`config.mk`:
```
export PLATFORM = sky130hd
export DESIGN_NAME = smart_updown_counter_flat
export DESIGN_NICKNAME = d
export VERILOG_FILES = /design/src/rtl/smart_updown_counter_if.sv /design/src/rtl/smart_updown_counter.sv /design/src/flat_wrapper.sv
export SDC_FILE = /design/constraint.sdc
export NUM_CORES = 1
export LEC_CHECK = 0
export CAP_MARGIN = 5
export CORE_MARGIN = 3
export CORE_UTILIZATION = 42
export DETAILED_ROUTE_END_ITERATION = 12
export PLACE_DENSITY_LB_ADDON = 0.12
export SKIP_LAST_GASP = 1
export SLEW_MARGIN = 20
export SYNTH_ARGS = -nofsm -noshare
export SYNTH_HDL_FRONTEND = slang
export SYNTH_SLANG_ARGS = --single-unit
```
`constraint.sdc`:
```
create_clock -name clk -period 2.06 [get_ports clk]
set_input_delay 0.412 -clock clk [delete_from_list [all_inputs] [get_ports clk]]
set_output_delay 0.412 -clock clk [all_outputs]
set_load 0.02 [all_outputs]
```
`src/rtl/smart_updown_counter_if.sv`:
```
// smart_updown_counter_if
// Groups the control inputs and status outputs of smart_updown_counter.
// The prescale signal exists only when SMART_COUNTER_PRESCALE_EN is defined.
// master: the block driving the controls (it observes the status outputs).
// slave : the counter itself.

interface smart_updown_counter_if #(
   parameter int WIDTH = 8
`ifdef SMART_COUNTER_PRESCALE_EN
   , parameter int PRESCALE_W = 4
`endif
);

   logic             enable;
   logic             load;
   logic [WIDTH-1:0] data_in;
   logic             up_down;
   logic             saturate;
   logic [WIDTH-1:0] cmp_val;
   logic             clear_flags;
`ifdef SMART_COUNTER_PRESCALE_EN
   logic [PRESCALE_W-1:0] prescale;
`endif
   logic [WIDTH-1:0] count_out;
   logic             tc;
   logic             cmp_match;
   logic             ovf_sticky;
   logic             unf_sticky;

`ifdef SMART_COUNTER_PRESCALE_EN
   modport master (
      output enable, load, data_in, up_down, saturate, cmp_val, clear_flags, prescale,
      input  count_out, tc, cmp_match, ovf_sticky, unf_sticky
   );

   modport slave (
      input  enable, load, data_in, up_down, saturate, cmp_val, clear_flags, prescale,
      output count_out, tc, cmp_match, ovf_sticky, unf_sticky
   );
`else
   modport master (
      output enable, load, data_in, up_down, saturate, cmp_val, clear_flags,
      input  count_out, tc, cmp_match, ovf_sticky, unf_sticky
   );

   modport slave (
      input  enable, load, data_in, up_down, saturate, cmp_val, clear_flags,
      output count_out, tc, cmp_match, ovf_sticky, unf_sticky
   );
`endif

endinterface

```
`src/rtl/smart_updown_counter.sv`:
```
// smart_updown_counter
// Parametrised up/down counter over the range 0..MAX_VAL with wrap or
// saturate behaviour, a one-cycle terminal-count pulse on every boundary
// step, sticky overflow/underflow flags and a compare-match output.
// Optional feature macro: SMART_COUNTER_PRESCALE_EN adds a prescaler that
// lets only every (prescale+1)-th enabled cycle take a step.
// Edge priority: reset, load, step, hold.

module smart_updown_counter #(
   parameter int               WIDTH   = 8,
   parameter logic [WIDTH-1:0] MAX_VAL = {WIDTH{1'b1}}
`ifdef SMART_COUNTER_PRESCALE_EN
   , parameter int             PRESCALE_W = 4
`endif
) (
   input logic                    clk,
   input logic                    reset,
   smart_updown_counter_if.slave  bus
);

   // Count state and registered status outputs.
   logic [WIDTH-1:0] count_q, count_d;
   logic             tc_q, tc_d;
   logic             ovf_q, ovf_d;
   logic             unf_q, unf_d;

   // High on the edges where a count step is actually taken.
   logic             step_en;

   // The current count is already at the boundary in each direction.
   logic             at_max;
   logic             at_zero;

   assign at_max  = (count_q == MAX_VAL);
   assign at_zero = (count_q == '0);

`ifdef SMART_COUNTER_PRESCALE_EN
   logic [PRESCALE_W-1:0] psc_q, psc_d;

   // Prescaler: counts enabled cycles 0..prescale, steps on the last one,
   // holds while disabled, and is cleared by load so a fresh value starts
   // a full division period.
   always_comb begin
      psc_d   = psc_q;
      step_en = 1'b0;
      if (bus.load) begin
         psc_d = '0;
      end else if (bus.enable) begin
         if (psc_q == bus.prescale) begin
            psc_d   = '0;
            step_en = 1'b1;
         end else begin
            psc_d = psc_q + 1'b1;
         end
      end
   end

   // Prescaler register.
   always_ff @(posedge clk) begin
      if (reset) begin
         psc_q <= '0;
      end else begin
         psc_q <= psc_d;
      end
   end
`else
   // Without a prescaler every enabled, non-load cycle is a step.
   assign step_en = bus.enable && !bus.load;
`endif

   // Next count, terminal-count pulse and sticky flags. A boundary step
   // (already at the limit in the step direction) pulses tc and sets the
   // matching flag whether it wraps or saturates; a set beats a clear.
   always_comb begin
      count_d = count_q;
      tc_d    = 1'b0;
      ovf_d   = ovf_q && !bus.clear_flags;
      unf_d   = unf_q && !bus.clear_flags;
      if (bus.load) begin
         count_d = (bus.data_in > MAX_VAL) ? MAX_VAL : bus.data_in;
      end else if (step_en) begin
         if (bus.up_down) begin
            if (at_max) begin
               count_d = bus.saturate ? MAX_VAL : '0;
               tc_d    = 1'b1;
               ovf_d   = 1'b1;
            end else begin
               count_d = count_q + 1'b1;
            end
         end else begin
            if (at_zero) begin
               count_d = bus.saturate ? '0 : MAX_VAL;
               tc_d    = 1'b1;
               unf_d   = 1'b1;
            end else begin
               count_d = count_q - 1'b1;
            end
         end
      end
   end

   // Count and status registers.
   always_ff @(posedge clk) begin
      if (reset) begin
         count_q <= '0;
         tc_q    <= 1'b0;
         ovf_q   <= 1'b0;
         unf_q   <= 1'b0;
      end else begin
         count_q <= count_d;
         tc_q    <= tc_d;
         ovf_q   <= ovf_d;
         unf_q   <= unf_d;
      end
   end

   assign bus.count_out  = count_q;
   assign bus.tc         = tc_q;
   assign bus.ovf_sticky = ovf_q;
   assign bus.unf_sticky = unf_q;
   // Compare is combinational so it tracks count_out and cmp_val with no delay.
   assign bus.cmp_match  = (count_q == bus.cmp_val);

endmodule

```
`src/flat_wrapper.sv`:
```
// flat-port wrapper written by rule: the top's interface ports become plain ports
module smart_updown_counter_flat 
#(
   parameter int               WIDTH   = 8,
   parameter logic [WIDTH-1:0] MAX_VAL = {WIDTH{1'b1}}

)
  (clk, reset, bus_enable, bus_load, bus_data_in, bus_up_down, bus_saturate, bus_cmp_val, bus_clear_flags, bus_count_out, bus_tc, bus_cmp_match, bus_ovf_sticky, bus_unf_sticky);
  smart_updown_counter_if #(.WIDTH(WIDTH)) bus_i ();
  input logic clk;
  input logic reset;
  input wire logic [$bits(bus_i.enable)-1:0] bus_enable;
  input wire logic [$bits(bus_i.load)-1:0] bus_load;
  input wire logic [$bits(bus_i.data_in)-1:0] bus_data_in;
  input wire logic [$bits(bus_i.up_down)-1:0] bus_up_down;
  input wire logic [$bits(bus_i.saturate)-1:0] bus_saturate;
  input wire logic [$bits(bus_i.cmp_val)-1:0] bus_cmp_val;
  input wire logic [$bits(bus_i.clear_flags)-1:0] bus_clear_flags;
  output wire logic [$bits(bus_i.count_out)-1:0] bus_count_out;
  output wire logic [$bits(bus_i.tc)-1:0] bus_tc;
  output wire logic [$bits(bus_i.cmp_match)-1:0] bus_cmp_match;
  output wire logic [$bits(bus_i.ovf_sticky)-1:0] bus_ovf_sticky;
  output wire logic [$bits(bus_i.unf_sticky)-1:0] bus_unf_sticky;
  assign bus_i.enable = bus_enable;
  assign bus_i.load = bus_load;
  assign bus_i.data_in = bus_data_in;
  assign bus_i.up_down = bus_up_down;
  assign bus_i.saturate = bus_saturate;
  assign bus_i.cmp_val = bus_cmp_val;
  assign bus_i.clear_flags = bus_clear_flags;
  assign bus_count_out = bus_i.count_out;
  assign bus_tc = bus_i.tc;
  assign bus_cmp_match = bus_i.cmp_match;
  assign bus_ovf_sticky = bus_i.ovf_sticky;
  assign bus_unf_sticky = bus_i.unf_sticky;
  smart_updown_counter #(.WIDTH(WIDTH), .MAX_VAL(MAX_VAL)) u_core (.clk(clk), .reset(reset), .bus(bus_i));
endmodule
```
* Word-level counts from Yosys, hierarchy flattened
Cells that the tools add are included.
** Word-level totals
- Logic and storage cells :: 37
- Register bits :: 11
- Input port bits :: 23
- Output and inout port bits :: 12
** Operators by class
- Order comparisons :: 1
- Muxes and demuxes :: 19
- Bitwise gates (word level) :: 1
- Reductions and logical operators :: 8
- $add $sub $neg :: 2
- Equal/unequal tests :: 2
** Operators with widths (number)
- 8-bit two-way mux :: 8
- 1-bit two-way mux :: 11
- 8-bit by 1-bit adder with 8-bit output, second input constant :: 1
- 8-bit == test :: 1
- 8-bit == test, second input constant :: 1
- 8-bit greater-than comparator, second input constant :: 1
- 8-bit zero test :: 1
- 8-bit by 1-bit subtractor with 8-bit output, second input constant :: 1
- 1-bit logical AND :: 3
- 3-bit OR reduction :: 1
- 1-bit zero test :: 2
- 2-bit nonzero test :: 1
- 1-bit inverter :: 1

* Depth between registers and ports, before layout
Gate-level depths: netlist (run 1).
- Depth in word-level cells :: 6
- Depth in mapped cells :: 7

* Worst setup path after synthesis (run 1)
No wires, ideal clock.
- Kind :: register -> register
- Start :: reg u_core.count_q[0], in the netlist u_core.bus.count_out[0]
- End :: reg u_core.count_q[3], in the netlist u_core.bus.count_out[3]
- Path slack :: -0.041 ns
- Stages on the path, launching flop included :: 8
- Path buffers :: 1
- Library setup time :: 0.137 ns
- Required time :: 1.923 ns
- Arrival time :: 1.963 ns
- Clock period less this slack :: 2.101 ns
- Path through :: dfxtp_1 clkbuf_1 inv_1 ha_1 nor3b_1 nand3_1 o21ai_0 o32ai_1
** Between the ends
- Longest elaborated chain between the ends :: 5
- Elaborated cells on any way between the ends :: 9
** Ends and longest elaborated chain
- from (decl) :: line smart_updown_counter.sv:22 : logic [WIDTH-1:0] count_q, count_d;
- from (signal assigned) :: line smart_updown_counter.sv:110 : count_q <= count_d;
- 8-bit by 1-bit subtractor with 8-bit output, or another cell as far along :: line smart_updown_counter.sv:96 : count_d = count_q - 1'b1;
- 8-bit two-way mux, on equally long branches :: line smart_updown_counter.sv:91, smart_updown_counter.sv:83
- 8-bit two-way mux (*) :: line smart_updown_counter.sv:82 : if (bus.up_down) begin
- 8-bit two-way mux (*) :: line smart_updown_counter.sv:81 : end else if (step_en) begin
- 8-bit two-way mux (*) :: line smart_updown_counter.sv:79 : if (bus.load) begin
Mark *: on every way between the ends. The rest lies on a longest branch, timed or not. The select of a mux whose other input is x is not followed.
A chain may end at the register's enable or synchronous reset.

* Worst setup path in the final report (run 1)
- Start :: in bus_cmp_val[0]
- End :: out bus_cmp_match
** Between the ends
- Longest elaborated chain between the ends :: 1
** Ends and longest elaborated chain
- from (decl) :: line flat_wrapper.sv:17 : input wire logic [$bits(bus_i.cmp_val)-1:0] bus_cmp_val;
- 8-bit == test :: line smart_updown_counter.sv:122 : assign bus.cmp_match = (count_q == bus.cmp_val);
- to (decl) :: line flat_wrapper.sv:21 : output wire logic [$bits(bus_i.cmp_match)-1:0] bus_cmp_match;
No other way between the ends.

==> run_results.csv, run 1 <==
group,metric,value,unit
logic_synthesis,postSynthCellCount,146,
worst_setup_path,critical_path_class,"in -> out",
timing,fin_crit_sh,93.7,%
cts,clk_pin_slew_worst_paths,0.07,ns
routing,drt_pre_antenna_iters,4,
routing,route.detailed.drc,0,
logic_synthesis,ys_seq_area_share,20.1,%
die,die_w,57.1,um
cts,cts_max_level,1,
cts,postCtsHoldBufs,0,
global_route,grt_max_degree,18,
pwr,p_leak,0.605,nW
logic_synthesis,synth_edf_count,0,
timing,finalSetupViolCount,0,
worst_setup_path,required,1.65,ns
cells_and_area,nNetsFinal,222,
worst_setup_path,start_kind,"input pin",
logic_synthesis,synth_nets,172,
placed_design,hpwl,2630,um
global_route,antenna_found_initial,0,
logic_synthesis,ys_ff_latch,11,
global_route,grt_pass1_vias,1233,
cts,clockRootBuffer,"clkbuf_4",
timing,finalHoldViolCount,0,
routing,vias,1314,
worst_setup_path,reg2regPathDepth,6,
die,core_area,0.00234,sq mm
logic_synthesis,async_flop_share,0,%
cts,cts_sinks,11,
cts,cts_buffers,3,
timing,layout_min_cycle_time,1.93,ns
placed_design,routabilityCongestion,0.888,
pwr,vdd_ir_drop_max,0.000341,V
logic_synthesis,syn_area_per_cell,7.52,sq um
die,rows,17,
placed_design,dp_slack,-0.183,ns
hold_path,hp-class,"reg -> reg",
worst_setup_path,cp-end-kind,"output pin",
routing,viasPerCell,5.89,
placed_design,place.port_buffers,34,
die,initial_core_util,46.9,%
die,io_pins,35,
logic_synthesis,netlist_area,0.00110,sq mm
logic_synthesis,yosysWarnings,0,
cts,clk_latency,0.28,ns
timing,fin_tns_setup,0,ns
timing,fmaxAchievable,518,MHz
flow_run,max-cap-violations,0,
cells_and_area,fillers,207,
timing,relSlewSlack,72.7,%
hold_path,hold_depth,2,
cells_and_area,drive_gt1_share,19.5,%
cells_and_area,antenna_cells,0,
worst_setup_path,arrival,1.52,ns
status,status,"finished, final reports clean",
routing,drt-initial-drc-count,45,
routing,wire_per_inst,15.1,um
global_route,overflow,0,
die,die_h,57.1,um
worst_setup_path,cp_max_fo,1,
timing,tightest_slew,0.405,ns
cts,ctsLongestPathBuffers,2,
cells_and_area,synthToLayoutAreaGrowth,48.2,%
timing,worst_slack,0.130,ns
timing,fin_skew,0.0116,ns
cells_and_area,layout_common_cells,"clkdlybuf4s50_1, buf_4, a21oi_1",
pwr,powerDensity,474,mW/mm^2
pwr,total_power,0.771,mW
cells_and_area,layout_commonest_cell,"clkdlybuf4s50_1",
cts,cts_setup_buffers,0,
cts,cts_tree,"done",
timing,final_max_slew_viol_count,0,
routing,ant_nets,0,
routing,drt-total-wl,3360,um
global_route,track_usage,21.0,%
global_route,grt_pass1_wl,5440,um
cells_and_area,final_core_util,69.5,%
logic_synthesis,synth.distinct_cells,44,
timing,grt_setup_unrepaired,"no",
die,die_area,0.00326,sq mm
logic_synthesis,yosys_most_used_dff,"dfxtp_1",
through the flow:
stage | instances | hold WS (ns) | instance area, sq um
global placement | 219 | 0.449 | 1590
finish | 223 | 0.465 | 1630
floorplan | 146 | 0.533 | 1100
detailed placement | 219 | 0.460 | 1590
global route | 223 | 0.489 | 1630
CTS | 223 | 0.471 | 1610
kinds of logic after synthesis:
| group | count (synthesis) | synth area share (%) |
|---|---|---|
| buffers and inverters | 18 | 8.10 |
| AO/OA/AOI/OAI | 43 | 27.3 |
| AND/OR/NAND/NOR | 56 | 29.0 |
| adder cells (fa/ha/maj) | 3 | 3.42 |
| multiplexers | 1 | 1.03 |
| XOR/XNOR | 14 | 11.2 |
| flip-flops | 11 | 20.1 |
cell usage after synthesis (2+ instances only):
| cell type | n | area, sq um |
|---|---|---|
| buf_2 | 2 | 10.0 |
| nand2b_1 | 3 | 18.8 |
| nand4_1 | 3 | 18.8 |
| o31ai_1 | 4 | 30.0 |
| o31a_1 | 2 | 17.5 |
| ha_1 | 3 | 37.5 |
| o32ai_1 | 2 | 17.5 |
| or2_2 | 3 | 18.8 |
| a2111oi_1 | 2 | 20.0 |
| nor4_1 | 2 | 12.5 |
| nor3_1 | 7 | 35.0 |
| nand3_1 | 6 | 30.0 |
| dfxtp_1 | 11 | 220 |
| xor2_1 | 4 | 35.0 |
| nand2_1 | 9 | 33.8 |
| inv_1 | 5 | 18.8 |
| o21ai_0 | 3 | 15.0 |
| clkbuf_1 | 7 | 26.3 |
| and2_1 | 2 | 12.5 |
| xnor2_1 | 10 | 87.6 |
| o22ai_1 | 3 | 18.8 |
| o21bai_1 | 2 | 15.0 |
| nor2_1 | 8 | 30.0 |
| a21o_1 | 2 | 15.0 |
| a21oi_1 | 14 | 70.1 |
| buf_4 | 3 | 22.5 |
| nor3b_1 | 7 | 52.6 |
per-layer routing:
metal | global-route usage, % | part of all wire (%) | routed length, um | up-vias
met5 | 0 | 0 | 0 | -
met1 | 26.2 | 42 | 1410 | 612
li1 | - | - | - | 639
met3 | 4.75 | 8.9 | 299 | 5
met2 | 35.9 | 48 | 1620 | 58
met4 | 5.96 | 1.0 | 34 | 0
area by class of cell:
class / count / area, sq um / area share [%]
clock buffers: 4 / 26.3 / 1.62
inverters: 5 / 18.8 / 1.15
multi-input cells: 117 / 805 / 49.5
flip-flops and latches: 11 / 221 / 13.6
well taps: 28 / 35.0 / 2.15
repair buffers: 58 / 520 / 32.0
timing repair:
item,4_1_cts,5_1_grt
setup endpoints to repair,1,3
pin swaps,0,1
gates cloned,0,0
resized for setup,1,4
worst max-delay path: stages:
cell and delay (ns):
clkdlybuf4s50_1 0.47, xnor2_1 0.12, nand4_1 0.11, nor2_1 0.11, clkdlybuf4s15_1 0.30
final timing paths:
check	slack, ns	from	end
worst max-delay path	0.13	bus_cmp_val[0]	bus_cmp_match
worst min-delay path	0.46	u_core.bus.unf_sticky	u_core.bus.unf_sticky
worst max register to register	0.19	u_core.bus.count_out[1]	u_core.bus.count_out[7]
worst min register to register	0.46	u_core.bus.unf_sticky	u_core.bus.unf_sticky
where the power goes:
group / internal (mW) / leakage [nW] / switching, mW
logic: 0.194 / 0.499 / 0.170
registers: 0.227 / 0.0908 / 0.0213
clock network: 0.0751 / 0.0150 / 0.0844
total: 0.496 / 0.605 / 0.275
state kept, by name, summed over array words and instances, names as in the netlist:
register and cells:
u_core.bus.ovf_sticky 1, u_core.bus.unf_sticky 1, u_core.bus.tc 1, u_core.bus.count_out 8
(Power assumes the default switching activity.)
==> run 2, diff against run 1 <==
--- a/config.mk
+++ b/config.mk
@@ -6,8 +6,10 @@
 export NUM_CORES = 1
 export LEC_CHECK = 0
 export CAP_MARGIN = 5
+export CELL_PAD_IN_SITES_DETAIL_PLACEMENT = 1
+export CELL_PAD_IN_SITES_GLOBAL_PLACEMENT = 1
 export CORE_MARGIN = 3
-export CORE_UTILIZATION = 42
+export CORE_UTILIZATION = 29
 export DETAILED_ROUTE_END_ITERATION = 12
 export PLACE_DENSITY_LB_ADDON = 0.12
 export SKIP_LAST_GASP = 1
==> run 2 against run 1 <==
Critical endpoint is now bus_count_out[0]. Die area is 40% higher. Sequential share of layout area is 0.56 points lower. Sequential cell count stayed put. Design area is 4.3% higher. Critical path depth is 3 lower. Clock skew is 0.0079 ns lower. First-iteration DRC count is 18% lower. Critical path type is now reg -> out. Combinational power is 4% higher.
==> run_results.csv, run 2 (synthesized netlist as in run 1, its figures left out) <==
group,metric,value,unit
status,status,"finished, final reports clean",
die,die_h,67.5,um
routing,wire_per_inst,17.2,um
timing,final_max_slew_viol_count,0,
worst_setup_path,cp_max_fo,5,
cells_and_area,nNetsFinal,227,
cells_and_area,synthToLayoutAreaGrowth,54.6,%
worst_setup_path,crit_slowest_cell,"clkdlybuf4s50_1",
cts,cts-resized-gates,1,
worst_setup_path,arrival,1.50,ns
routing,vias,1315,
cells_and_area,largest_reg_flops,8,
timing,fin_skew,0.00378,ns
cells_and_area,antenna_cells,0,
cells_and_area,layout_commonest_cell,"clkdlybuf4s50_1",
die,core_area,0.00349,sq mm
worst_setup_path,crit_chain,"buf_4, clkdlybuf4s50_1",
routing,ant_nets,0,
cts,cts_max_level,1,
cts,cts_setup_buffers,0,
routing,route.detailed.drc,0,
worst_setup_path,reg2regPathDepth,6,
worst_setup_path,crit_family,"buffers and inverters",
worst_setup_path,path_buf_inv,2,
pwr,p_leak,0.634,nW
global_route,grt_pass1_wl,6860,um
die,rows,21,
timing,relSlewSlack,70.2,%
routing,viasPerCell,5.35,
cells_and_area,final_cell_area,0.00170,sq mm
pwr,vdd_ir_drop_max,0.000335,V
timing,grt_setup_unrepaired,"no",
cells_and_area,fillers,438,
cells_and_area,final_core_util,48.5,%
cts,postCtsHoldBufs,0,
timing,tightest_slew,0.442,ns
global_route,grt_max_degree,20,
pwr,powerDensity,514,mW/mm^2
timing,layout_min_cycle_time,1.91,ns
timing,finalHoldViolCount,0,
flow_run,max-cap-violations,0,
placed_design,place.port_buffers,34,
die,initial_core_util,31.4,%
global_route,track_usage,20.0,%
placed_design,routabilityCongestion,0.851,
placed_design,hpwl,3360,um
worst_setup_path,r2r_setup_slack,0.18,ns
die,die_area,0.00456,sq mm
die,die_w,67.5,um
worst_setup_path,max_stage_delay,0.60,ns
cts,clk_pin_slew_worst_paths,0.06,ns
placed_design,placed_area,0.00165,sq mm
routing,drt_pre_antenna_iters,4,
worst_setup_path,critical_path_class,"reg -> out",
worst_setup_path,required,1.65,ns
global_route,antenna_found_initial,0,
hold_path,hold_depth,2,
cts,cts_buffers,3,
timing,fmaxAchievable,523,MHz
cells_and_area,drive_gt1_share,21.5,%
routing,drt-initial-drc-count,37,
cts,cts_sinks,11,
global_route,grt_pass1_vias,1460,
global_route,overflow,0,
die,io_pins,35,
cts,clockRootBuffer,"clkbuf_8",
cts,cts_tree,"done",
cts,clk_latency,0.25,ns
worst_setup_path,start_kind,"flip-flop",
hold_path,hp-class,"reg -> reg",
worst_setup_path,cp.depth,2,
routing,drt-total-wl,4230,um
timing,fin_crit_sh,92.9,%
cts,ctsLongestPathBuffers,2,
timing,finalSetupViolCount,0,
worst_setup_path,cp-end-kind,"output pin",
cells_and_area,layout_common_cells,"clkdlybuf4s50_1, buf_4, a21oi_1",
timing,fin_tns_setup,0,ns
[run 2: worst reg2reg max path: cells and delay by family, from the launching register on]
kind	cells	cell delay, ns
DFF	1	0.47
adders and majority gates	1	0.27
buffers and inverters	1	0.10
and+or+nand+nor	1	0.33
AOI/OAI and AO/OA	3	0.66
[run 2: cell type report]
type / instances / area (sq um) / area share (%)
inverter: 5 / 18.8 / 1.11
sequential: 11 / 221 / 13.1
timing repair buffer: 63 / 553 / 32.6
tap: 46 / 57.6 / 3.39
clock buffer: 4 / 45.0 / 2.65
multi-input combinational: 117 / 801 / 47.2
[run 2: layer usage]
| layer | vias to the layer above | share of wire [%] | global-route usage, % |
|---|---|---|---|
| met5 | - | 0 | 0 |
| met2 | 30 | 50 | 35.0 |
| met3 | 4 | 4.4 | 4.33 |
| li1 | 641 | - | - |
| met1 | 640 | 44 | 24.3 |
| met4 | 0 | 0.71 | 5.82 |
[run 2: power breakdown]
group | leakage [nW] | total [mW] | internal [mW] | switching, mW
Sequential | 0.0908 | 0.253 | 0.227 | 0.0260
Combinational | 0.520 | 0.378 | 0.202 | 0.176
Clock | 0.0228 | 0.241 | 0.137 | 0.104
Total | 0.634 | 0.873 | 0.567 | 0.306
[run 2: through the flow]
stage	setup WS [ns]	total power, mW	hold slack, ns	std cells
floorplan	0.0537	0.460	0.533	146
global placement	-0.163	0.616	0.449	242
detailed placement	-0.230	0.631	0.462	242
CTS	0.0419	0.874	0.469	246
global route	0.0403	0.927	0.522	246
finish	0.147	0.873	0.465	246
[run 2: final timing paths]
| check | to | start |
|---|---|---|
| max | bus_count_out[0] | u_core.bus.count_out[0] |
| min | u_core.bus.unf_sticky | u_core.bus.unf_sticky |
| max reg2reg | u_core.bus.count_out[7] | u_core.bus.count_out[0] |
| min reg2reg | u_core.bus.unf_sticky | u_core.bus.unf_sticky |
